File: src/rtl/wbit_fifo_pkg.sv
// Shared types for the byte FIFO: per-cycle operation encoding and its decoder.
package wbit_fifo_pkg;

  // Accepted operation for one cycle, bit 0 = push, bit 1 = pop.
  typedef enum logic [1:0] {
    OP_IDLE = 2'b00,
    OP_PUSH = 2'b01,
    OP_POP  = 2'b10,
    OP_BOTH = 2'b11
  } fifo_op_e;

  // Combine the already-qualified push/pop strobes into one operation code.
  function automatic fifo_op_e decode_op(input logic push, input logic pop);
    logic [1:0] code;
    code = {pop, push};
    return fifo_op_e'(code);
  endfunction

endpackage

File: src/rtl/wbit_fifo.sv
// Single-clock FIFO with a registered read port. A pop loads the head entry into
// read_data, which then holds until the next accepted pop. Push when full and pop
// when empty are silently ignored. Flags come from the registered occupancy count.
module wbit_fifo
  import wbit_fifo_pkg::*;
#(
  parameter int DATA_WIDTH = 8,
  parameter int FIFO_DEPTH = 256
) (
  input  logic                  clk,
  input  logic                  rst,
  input  logic                  write_en,
  input  logic                  read_en,
  input  logic [DATA_WIDTH-1:0] write_data,
  output logic [DATA_WIDTH-1:0] read_data,
  output logic                  full,
  output logic                  empty
);

  localparam int PTR_W = $clog2(FIFO_DEPTH);
  localparam int CNT_W = PTR_W + 1;

  logic [DATA_WIDTH-1:0] mem_q [FIFO_DEPTH];

  logic [PTR_W-1:0]      wr_ptr_q, wr_ptr_d;
  logic [PTR_W-1:0]      rd_ptr_q, rd_ptr_d;
  logic [CNT_W-1:0]      count_q, count_d;
  logic [DATA_WIDTH-1:0] read_data_q, read_data_d;

  logic                  push_s;
  logic                  pop_s;
  fifo_op_e              op_s;

  // Flags reflect the current registered count, so a same-cycle pop never frees
  // room for a push and a same-cycle push never feeds a pop.
  assign full   = (count_q == CNT_W'(FIFO_DEPTH));
  assign empty  = (count_q == {CNT_W{1'b0}});
  assign push_s = write_en && !full;
  assign pop_s  = read_en && !empty;
  assign op_s   = decode_op(push_s, pop_s);

  assign read_data = read_data_q;

  // Next-state for pointers, occupancy and the read-data holding register.
  always_comb begin
    wr_ptr_d    = wr_ptr_q;
    rd_ptr_d    = rd_ptr_q;
    count_d     = count_q;
    read_data_d = read_data_q;
    if (push_s) begin
      wr_ptr_d = wr_ptr_q + PTR_W'(1'b1);
    end else begin
      wr_ptr_d = wr_ptr_q;
    end
    if (pop_s) begin
      rd_ptr_d    = rd_ptr_q + PTR_W'(1'b1);
      read_data_d = mem_q[rd_ptr_q];
    end else begin
      rd_ptr_d    = rd_ptr_q;
      read_data_d = read_data_q;
    end
    case (op_s)
      OP_PUSH: count_d = count_q + CNT_W'(1'b1);
      OP_POP:  count_d = count_q - CNT_W'(1'b1);
      OP_BOTH: count_d = count_q;
      OP_IDLE: count_d = count_q;
      default: count_d = count_q;
    endcase
  end

  // Control state register; reset discards contents by clearing pointers and count.
  always_ff @(posedge clk) begin
    if (rst) begin
      wr_ptr_q    <= {PTR_W{1'b0}};
      rd_ptr_q    <= {PTR_W{1'b0}};
      count_q     <= {CNT_W{1'b0}};
      read_data_q <= {DATA_WIDTH{1'b0}};
    end else begin
      wr_ptr_q    <= wr_ptr_d;
      rd_ptr_q    <= rd_ptr_d;
      count_q     <= count_d;
      read_data_q <= read_data_d;
    end
  end

  // Storage write port; left unreset so it maps onto a plain dual-port RAM.
  always_ff @(posedge clk) begin
    if (push_s) begin
      mem_q[wr_ptr_q] <= write_data;
    end
  end

endmodule

File: config.mk
export PLATFORM = sky130hd
export DESIGN_NAME = wbit_fifo
export DESIGN_NICKNAME = d
export VERILOG_FILES = /design/src/rtl/wbit_fifo_pkg.sv /design/src/rtl/wbit_fifo.sv
export SDC_FILE = /design/constraint.sdc
export NUM_CORES = 2
export LEC_CHECK = 0
export CAP_MARGIN = 20
export CORE_MARGIN = 1
export CORE_UTILIZATION = 30
export DETAILED_ROUTE_END_ITERATION = 10
export PLACE_DENSITY = 0.53
export SKIP_LAST_GASP = 1
export SYNTH_ARGS = -nofsm -noshare
export SYNTH_HDL_FRONTEND = slang
export SYNTH_SLANG_ARGS = --single-unit
File: constraint.sdc
create_clock -name clk -period 4.62 [get_ports clk]
set_clock_uncertainty 0.1 [all_clocks]
set_input_delay 1.155 -clock clk [delete_from_list [all_inputs] [get_ports clk]]
set_output_delay 1.155 -clock clk [all_outputs]
set_load 0.01 [all_outputs]
==> flow_summary.toml <==
[status]
outcome = "finished, violations left"
violations = "design-rule violations"

[routing]
avgViaCountPerCell = 5.20
avgRoutedWirePerCell_um = 29.5
drc = 4
drt_wl_total_mm = 243
vias = 42700
drtIter0Drc = 5130
ant_nets = 0
first_pass_iters = 10

[global_routing]
grt_pass1_vias = 42800
grt_overflow_total = 0
antenna_found_initial = 12
grt.total_usage_pct = 17.7
grt_max_degree = 111
grt_pass1_wl_mm = 341

[clock_network]
ctsHoldBuffers = 0
cts-buffers-inserted = 212
cts-root-buf = "clkbuf_16"
htreeDepth = 4
cts_setup_buffers = 0
clockBufferDepth = 3
clk-insertion-delay-late_ns = 0.86
cts_tree = "done"
clock-sinks = 2081
clk_pin_slew_ns = 0.06
cts-resized-gates = 0

[logic_synthesis]
netlist.area_leader.share_pct = 75.9
ys_seq_elements = 2081
synth-main-ff-cell = "edfxtp_1"
synth_cell_type_count = 68
synthCells = 3997
synth_fp_nets = 4023
synth-edff-count = 2048
seq_area_frac_synth_pct = 76.7
yosysTopAreaCell = "edfxtp_1"
syn_avg_cell_area_um2 = 20.3
yosys_warnings = 0
synthArstFlopShare_pct = 0
synth_area_leaders = "edfxtp_1 76%, mux4_2 12%, mux2i_1 2.6%"
synth_area_mm2 = 0.0811

[job]
maxCapViolCount = 0

[hold_path]
holdPathEnd = "count_q[6]"
hold_path_depth = 2
hold_path_class = "register to register"
worstHoldStart = "count_q[6]"

[layout]
num-fill-cells = 24800
fin_nets = 4517
drive_gt1_share_pct = 27.2
area_delta_synth_final_pct = 17.6

[sta]
setup_viol = 0
fin_crit_sh_pct = 92.9
fin_crit_ns = 4.29
finalHoldViolations = 0
relSlewSlack_pct = 22.0
tightestPinTransition_ns = 1.17
drv_slew = 0
clock.fmax_mhz = 233
fin_ws_ns = 0.327
rsz0062_at_grt = "false"

[pwr]
leakage_nw = 29.5
ir_worst_vdd_v = 0.000370
p_per_area_mw_per_mm2 = 483
total_power_mw = 46.0

[critical_path]
timing.rr.end = "read_data[3]"
r2r_setup_slack_ns = 0.33
arrival_ns = 4.95
r2r_cells = 8
crit_path_end_kind = "register"
cp_max_fo = 25
reg2reg_from = "rd_ptr_q[0]"
crit_type = "register to register"
critPathRequiredTime_ns = 5.27
crit_path_start_kind = "register"

[floorplan]
die_w_um = 522
core-area_mm2 = 0.268
row_count = 190
io_pins = 22
start_util_pct = 30.2
die_h_um = 522
die_area_mm2 = 0.272

[placed_design]
place.detailed.hpwl_mm = 155
gp_congestion = 0.857
numPortBuffers = 21
dp_slack_ns = 0.211
==> logic make-up (layout without fill, tap and decap cells) <==
family	Yosys count	in the layout	share of synthesized area, %
and+or+nand+nor	566	566	2.97
other	0	7	0
adders and majority gates	14	14	0.225
DFF	2081	2081	76.7
AOI/OAI and AO/OA	413	413	3.57
muxes	652	652	14.7
buffers and inverters	256	922	1.68
xor gates and xnor gates	15	15	0.162
==> per-layer routing <==
layer	wire length (µm)	GRT usage, %	share of wire (%)	vias to the layer above
li1	-	-	-	17600
met1	102000	24.4	42	23100
met2	113000	27.8	47	1715
met3	17900	3.23	7.4	374
met4	9400	6.74	3.9	2
met5	13	0	0.0054	-
==> sequential cells by signal (all words and copies together), names as in the netlist <==
register / flops
count_q: 9
mem_q: 2048
rd_ptr_q: 8
read_data: 8
wr_ptr_q: 8
==> cells in the mapped netlist (4+ instances only) <==
master,instances
o21ai_1,7
o21ai_0,42
o221ai_1,30
o41ai_1,4
or3_1,8
buf_4,33
o32ai_1,5
buf_1,11
nor2b_1,19
a21oi_1,73
nand2_1,126
nand3_1,26
mux2i_1,209
xnor2_1,8
nor4_1,14
buf_8,5
o211ai_1,6
nand2b_1,7
o31ai_1,4
inv_1,16
ha_1,13
buf_6,18
a22o_1,25
mux2_2,12
xor2_1,7
a22oi_1,43
nor2_1,317
a32o_1,4
and3_1,7
a221oi_1,33
mux4_2,431
a211oi_1,25
and2_1,6
nand4_1,5
a2111oi_0,9
nor3_1,18
clkbuf_1,101
edfxtp_1,2048
buf_2,70
a211o_1,10
dfxtp_1,33
o22ai_1,58
a31oi_1,11
==> worst max-delay path by stage <==
stage | slack [ns] | depth (start not counted) | start | end
floorplan | 0.63 | 12 | read_en | count_q[8]
global placement | -0.03 | 12 | write_en | count_q[8]
detailed placement | 0.21 | 12 | write_en | count_q[8]
CTS | 0.36 | 8 | rd_ptr_q[0] | read_data[3]
global route | 0.28 | 8 | rd_ptr_q[0] | read_data[3]
finish | 0.33 | 8 | rd_ptr_q[0] | read_data[3]
==> power breakdown <==
group,total [mW],switching (mW),internal (mW)
registers,21.1,0.293,20.8
clock network,16.5,7.22,9.28
logic,8.40,4.60,3.80
total,46.0,12.1,33.9
==> cells in the final DEF (no fill, tap or decap), drive strengths merged, types with 7 or more instances in the layout <==
master	netlist	routed
a21oi	73	73
a211oi	25	25
a211o	10	10
mux2	12	12
nor4	14	14
nor2	318	318
clkbuf	101	270
nor3	18	18
dfxtp	33	33
or3	8	8
and3	7	7
mux4	431	431
edfxtp	2048	2048
nand2	126	126
o221ai	30	30
buf	137	498
xor2	7	7
a22oi	43	43
o21ai	50	50
nand3	27	27
diode	0	7
clkdlybuf4s50	0	12
mux2i	209	209
a221oi	33	33
o22ai	58	58
xnor2	8	8
inv	18	25
a31oi	11	11
a22o	25	25
nand2b	7	7
bufinv	0	13
clkinv	0	98
a2111oi	9	9
ha	13	13
nor2b	19	19
==> through the flow <==
| step | setup TNS [ns] | util, % | cells | hold slack, ns | instance area, µm² |
|---|---|---|---|---|---|
| after global routing | 0 | 35.5 | 8220 | 0.422 | 95300 |
| after global placement | -0.0298 | 33.1 | 7828 | 0.378 | 88700 |
| after CTS | 0 | 35.5 | 8215 | 0.388 | 95300 |
| after floorplan | 0 | - | 3997 | 0.358 | 81100 |
| final | 0 | 35.5 | 8222 | 0.388 | 95300 |
| after detailed placement | 0 | 33.1 | 7829 | 0.380 | 88800 |
==> layout make-up <==
cell class,count,area (µm²),area share [%]
flip-flops and latches,2081,62200,65.2
multi-input cells,1660,17600,18.4
inverters,18,72.6,0.0761
clock buffers,262,5600,5.87
well taps,3552,4440,4.66
repair buffers,518,4470,4.68
diodes,7,17.5,0.0184
clock inverters,124,978,1.03
==> critical path, cell delays in order (launching register included) <==
cell	delay, ns
dfxtp_4	0.81
buf_12	0.31
buf_4	0.36
buf_4	0.26
mux4_2	0.54
a2111oi_0	0.87
buf_4	0.23
o21ai_0	0.22
a32o_1	0.36
No activity file was read; power rests on OpenSTA's default activity.
